$ cat src/rtl/imm_pfx_if.sv
// Decode-stage bundle between the issue logic and the offset-prefix controller.
// The master side presents instructions; the slave side returns offset and select lines.
interface imm_pfx_if #(
    parameter int OF_W = 4
);
    logic            ir_valid;
    logic            stall;
    logic            flush;
    logic            ir_is_pfx;
    logic [OF_W-1:0] pfx_val;
    logic            ir_uses_imm;
    logic            ir_is_lop;
    logic [OF_W-1:0] of_q;
    logic            con_of;
    logic            sel_lop;
    logic            pfx_pending;
    logic            pfx_drop;
    logic            pfx_err;

    modport master (
        output ir_valid, stall, flush, ir_is_pfx, pfx_val, ir_uses_imm, ir_is_lop,
        input  of_q, con_of, sel_lop, pfx_pending, pfx_drop, pfx_err
    );

    modport slave (
        input  ir_valid, stall, flush, ir_is_pfx, pfx_val, ir_uses_imm, ir_is_lop,
        output of_q, con_of, sel_lop, pfx_pending, pfx_drop, pfx_err
    );
endinterface

$ cat src/rtl/imm_prefix_ctrl.sv
// Offset-prefix tracker feeding the immediate generator: arms on a prefix, hands the offset to the next instruction.
// Optional IMM_PFX_STATS_EN adds the saturating drop_cnt output port.
module imm_prefix_ctrl #(
    parameter int OF_W  = 4,
    parameter int TMO   = 8,
    parameter int CNT_W = 8
) (
    input  logic            clk,
    input  logic            rst_n,
    imm_pfx_if.slave        bus
`ifdef IMM_PFX_STATS_EN
    ,
    output logic [CNT_W-1:0] drop_cnt
`endif
);

    typedef enum logic {
        IDLE  = 1'b0,
        ARMED = 1'b1
    } state_e;

    localparam int TMO_W = (TMO > 1) ? $clog2(TMO) : 1;
    localparam logic [TMO_W-1:0] TMO_LAST = TMO_W'((TMO > 0) ? TMO - 1 : 0);

    state_e           state_q, state_d;
    logic [OF_W-1:0]  of_q, of_d;
    logic [TMO_W-1:0] tmo_q, tmo_d;
    logic             drop_q, drop_d;
    logic             err_q, err_d;
    logic             accept;
    logic             armed;

    assign accept = bus.ir_valid & ~bus.stall & ~bus.flush;
    assign armed  = (state_q == ARMED);

    always_ff @(posedge clk or negedge rst_n) begin
        if (!rst_n) begin
            state_q <= IDLE;
            of_q    <= '0;
            tmo_q   <= '0;
            drop_q  <= 1'b0;
            err_q   <= 1'b0;
        end else begin
            state_q <= state_d;
            of_q    <= of_d;
            tmo_q   <= tmo_d;
            drop_q  <= drop_d;
            err_q   <= err_d;
        end
    end

    // Flush outranks everything and is silent; a stall freezes state but still lets pulses retire.
    always_comb begin
        state_d = state_q;
        of_d    = of_q;
        tmo_d   = tmo_q;
        drop_d  = 1'b0;
        err_d   = 1'b0;
        if (bus.flush) begin
            state_d = IDLE;
            of_d    = '0;
            tmo_d   = '0;
        end else if (!bus.stall) begin
            unique case (state_q)
                IDLE: begin
                    if (accept && bus.ir_is_pfx) begin
                        state_d = ARMED;
                        of_d    = bus.pfx_val;
                        tmo_d   = '0;
                    end
                end
                ARMED: begin
                    if (accept && bus.ir_is_pfx) begin
                        of_d  = bus.pfx_val;
                        tmo_d = '0;
                        err_d = 1'b1;
                    end else if (accept) begin
                        state_d = IDLE;
                        of_d    = '0;
                        tmo_d   = '0;
                        drop_d  = ~(bus.ir_uses_imm | bus.ir_is_lop);
                    end else if (TMO != 0) begin
                        if (tmo_q == TMO_LAST) begin
                            state_d = IDLE;
                            of_d    = '0;
                            tmo_d   = '0;
                            drop_d  = 1'b1;
                        end else begin
                            tmo_d = tmo_q + 1'b1;
                        end
                    end
                end
                default: state_d = IDLE;
            endcase
        end
    end

    // Selects are combinational so the consumer sees them in its own decode cycle, even while stalled.
    assign bus.con_of      = armed & bus.ir_valid & bus.ir_uses_imm & ~bus.ir_is_lop & ~bus.ir_is_pfx;
    assign bus.sel_lop     = armed & bus.ir_valid & bus.ir_is_lop & ~bus.ir_is_pfx;
    assign bus.of_q        = of_q;
    assign bus.pfx_pending = armed;
    assign bus.pfx_drop    = drop_q;
    assign bus.pfx_err     = err_q;

`ifdef IMM_PFX_STATS_EN
    logic [CNT_W-1:0] cnt_q, cnt_d;

    always_comb begin
        cnt_d = cnt_q;
        if (drop_d && (cnt_q != {CNT_W{1'b1}})) begin
            cnt_d = cnt_q + 1'b1;
        end
    end

    always_ff @(posedge clk or negedge rst_n) begin
        if (!rst_n) begin
            cnt_q <= '0;
        end else begin
            cnt_q <= cnt_d;
        end
    end

    assign drop_cnt = cnt_q;
`endif

endmodule
$ cat src/flat_wrapper.sv
// flat-port wrapper written by rule: the top's interface ports become plain ports
module imm_prefix_ctrl_flat 
#(
    parameter int OF_W  = 4,
    parameter int TMO   = 8,
    parameter int CNT_W = 8
)
  (clk, rst_n, bus_ir_valid, bus_stall, bus_flush, bus_ir_is_pfx, bus_pfx_val, bus_ir_uses_imm, bus_ir_is_lop, bus_of_q, bus_con_of, bus_sel_lop, bus_pfx_pending, bus_pfx_drop, bus_pfx_err);
  imm_pfx_if #(.OF_W(OF_W)) bus_i ();
  input  logic clk;
  input  logic rst_n;
  input wire logic [$bits(bus_i.ir_valid)-1:0] bus_ir_valid;
  input wire logic [$bits(bus_i.stall)-1:0] bus_stall;
  input wire logic [$bits(bus_i.flush)-1:0] bus_flush;
  input wire logic [$bits(bus_i.ir_is_pfx)-1:0] bus_ir_is_pfx;
  input wire logic [$bits(bus_i.pfx_val)-1:0] bus_pfx_val;
  input wire logic [$bits(bus_i.ir_uses_imm)-1:0] bus_ir_uses_imm;
  input wire logic [$bits(bus_i.ir_is_lop)-1:0] bus_ir_is_lop;
  output wire logic [$bits(bus_i.of_q)-1:0] bus_of_q;
  output wire logic [$bits(bus_i.con_of)-1:0] bus_con_of;
  output wire logic [$bits(bus_i.sel_lop)-1:0] bus_sel_lop;
  output wire logic [$bits(bus_i.pfx_pending)-1:0] bus_pfx_pending;
  output wire logic [$bits(bus_i.pfx_drop)-1:0] bus_pfx_drop;
  output wire logic [$bits(bus_i.pfx_err)-1:0] bus_pfx_err;
  assign bus_i.ir_valid = bus_ir_valid;
  assign bus_i.stall = bus_stall;
  assign bus_i.flush = bus_flush;
  assign bus_i.ir_is_pfx = bus_ir_is_pfx;
  assign bus_i.pfx_val = bus_pfx_val;
  assign bus_i.ir_uses_imm = bus_ir_uses_imm;
  assign bus_i.ir_is_lop = bus_ir_is_lop;
  assign bus_of_q = bus_i.of_q;
  assign bus_con_of = bus_i.con_of;
  assign bus_sel_lop = bus_i.sel_lop;
  assign bus_pfx_pending = bus_i.pfx_pending;
  assign bus_pfx_drop = bus_i.pfx_drop;
  assign bus_pfx_err = bus_i.pfx_err;
  imm_prefix_ctrl #(.OF_W(OF_W), .TMO(TMO), .CNT_W(CNT_W)) u_core (.clk(clk), .rst_n(rst_n), .bus(bus_i));
endmodule
$ cat config.mk
export PLATFORM = sky130hd
export DESIGN_NAME = imm_prefix_ctrl_flat
export DESIGN_NICKNAME = d
export VERILOG_FILES = /design/src/rtl/imm_pfx_if.sv /design/src/rtl/imm_prefix_ctrl.sv /design/src/flat_wrapper.sv
export SDC_FILE = /design/constraint.sdc
export NUM_CORES = 1
export LEC_CHECK = 0
export ABC_AREA = 1
export CAP_MARGIN = 20
export CORE_AREA = 8 8 45 47
export CTS_CLUSTER_DIAMETER = 30
export CTS_CLUSTER_SIZE = 16
export DETAILED_ROUTE_END_ITERATION = 10
export DIE_AREA = 0 0 53 55
export PLACE_DENSITY = 0.75
export SYNTH_ARGS = -nofsm -noshare
export SYNTH_HDL_FRONTEND = slang
export SYNTH_SLANG_ARGS = --single-unit
export TNS_END_PERCENT = 30
$ cat constraint.sdc
create_clock -name clk -period 2.9 [get_ports clk]
set_input_delay 0.29 -clock clk [delete_from_list [all_inputs] [get_ports clk]]
set_output_delay 0.29 -clock clk [all_outputs]
set_load 0.05 [all_outputs]
==> impl_metrics.tcl <==
set metrics [dict create \
    core_um2 1380 \
    route.detailed.drc 0 \
    die-height_um 55 \
    clk_latency_ns 0.26 \
    cp.required_ns 2.61 \
    ys_warn_count 0 \
    nets 104 \
    drt-total-wl_mm 1.24 \
    dp_hpwl_mm 1.04 \
    power.density_nw_per_um2 380 \
    cts_tree "built" \
    hold_viol_final 0 \
    gp_congestion 0.797 \
    clk_pin_slew_ns 0.06 \
    post-cts-setup-buffers 0 \
    ys_ff_latch 10 \
    grtUsageMet2 0.143 \
    antenna_cells 0 \
    drt_iter0_drc 6 \
    ir_worst_vdd_v 0.000214 \
    yosys.area.top_type "dfrtp_1" \
    die_area_um2 2920 \
    layout_common_cells "nand2_1, clkdlybuf4s50_1, dfrtp_1" \
    grt_use_total 0.0930 \
    grt.busiest_layer "met2" \
    stdcell_area_um2 782 \
    num_vias 506 \
    skew_ns 0.00531 \
    drive_above_1_share 0.102 \
    yosysUniqueCellTypes 15 \
    hp-class "input port to async pin" \
    area_growth_pct 45.0 \
    avgSynthCellArea_um2 8.30 \
    ios 21 \
    final_common_cell "nand2_1" \
    setup_tns_ns 0 \
    fin_cells 104 \
    drv_cap 0 \
    dpl.cell_count 101 \
    synthTopCellsByArea "dfrtp_1, nand2_1, ha_1" \
    clock.fmax_mhz 442 \
    crit_path_start_kind "input port" \
    h-tree-depth 1 \
    dr.pass1.iters 4 \
    synth_top_area_share 0.464 \
    viasPerCell 4.87 \
    critPathKind "input port to output pin" \
    ant_nets 0 \
    ys_seq_area_frac 0.464 \
    fin_crit_ns 2.26 \
    layout_worst_path_cycle_share 0.780 \
    outcome "complete, no violations" \
    met1_usage 0.0930 \
    placed_cell_area_um2 759 \
    cts_resized 0 \
    setup_violations 0 \
    postSynthCellCount 65 \
    synth.net_count 79 \
    overflow 0 \
    rows 14 \
    wire_per_inst_um 11.9 \
    slew_viol_final 0 \
    cts_hold_buffers 0 \
    max-clock-path-buffers 2 \
    grtUsageMet3 0.0642 \
    fin_ws_ns 0.637 \
    rsz0062_at_grt "no" \
    path_max_fanout 6 \
    place_ws_ns 0.646 \
    die_w_um 53 \
    grt_pass1_vias 454 \
    crit_path_end_kind "output pin" \
    cts_root_buf "clkbuf_4" \
    crit_arrival_ns 1.97 \
    antenna_found_initial 0 \
    worstMarginPinSlew_ns 0.525 \
    cts-buffers-inserted 3 \
    grt_pass1_wl_mm 1.91 \
    portBuffers 20 \
    clock-sinks 10 \
    p_leak_uw 0.000383 \
    syn-cell-area_um2 539 \
    start_util 0.390 \
    max-slew-margin-rel 0.649 \
    grt_max_degree 11 \
]
[logic make-up after synthesis]
group / Yosys count / synth area share
AO/OA/AOI/OAI: 3 / 0.0278
AND/OR/NAND/NOR: 44 / 0.420
flip-flops: 10 / 0.464
buffers and inverters: 6 / 0.0418
adder cells (fa/ha/maj): 2 / 0.0464
[Yosys cell counts]
library cell  count
nand3_1           4
nand2_4           2
ha_1              2
nor2_2            1
dfrtp_1          10
nor3_1            1
nand3_2           1
nor2_1            6
inv_1             6
nand3_4           1
nand4_1           4
nand2_1          23
nor2_4            1
o21ai_0           1
o21ai_1           2
[power breakdown]
group / switching (uW) / internal, uW
clock: 45.4 / 47.9
combinational: 33.7 / 24.7
sequential: 2.36 / 143
total: 81.4 / 215
[metrics by stage]
stage,utilization,power [uW],hold slack [ns]
3_5_place_dp,0.549,207,0.469
4_1_cts,0.565,302,0.348
6_report,0.565,297,0.333
3_3_place_gp,0.549,206,0.453
5_1_grt,0.565,316,0.368
2_1_floorplan,-,175,-0.00559
[final timing paths]
path | start | endpoint | slack, ns | cells after the start
setup / recovery | bus_ir_valid | bus_con_of | 0.64 | 4
hold / removal | rst_n | u_core.bus.of_q[3] | 0.33 | 1
setup reg to reg | u_core.tmo_q[0] | u_core.bus.of_q[0] | 1.61 | 7
hold reg to reg | u_core.bus.of_q[3] | u_core.bus.of_q[3] | 0.48 | 2
max in group asynchronous | rst_n | u_core.tmo_q[2] | 2.26 | 1
min in group clk | u_core.bus.of_q[3] | u_core.bus.of_q[3] | 0.48 | 2
[critical path, stage by stage]
cell             delay (ns)
clkdlybuf4s50_1        0.60
nand3_1                0.10
nor3_1                 0.15
clkdlybuf4s50_1        0.83
[registers in the layout, summed over array words and instances (netlist names)]
| register | count |
|---|---|
| u_core.bus.of_q | 4 |
| u_core.tmo_q | 3 |
| u_core.bus.pfx_drop | 1 |
| u_core.bus.pfx_err | 1 |
| u_core.bus.pfx_pending | 1 |
[layout make-up]
cell class | count | area [um2]
clock buffers | 3 | 22.5
repair buffers | 20 | 200
flip-flops and latches | 10 | 250
multi-input cells | 49 | 267
fillers | 140 | 602
inverters | 6 | 22.5
well taps | 16 | 20.0
[metal layers]
metal  vias up  wire length, um
met5         -                0
met4         0               24
met3         4              107
met2        14              611
met1       230              497
li1        258                -
Power figures use the tool's default switching activity.
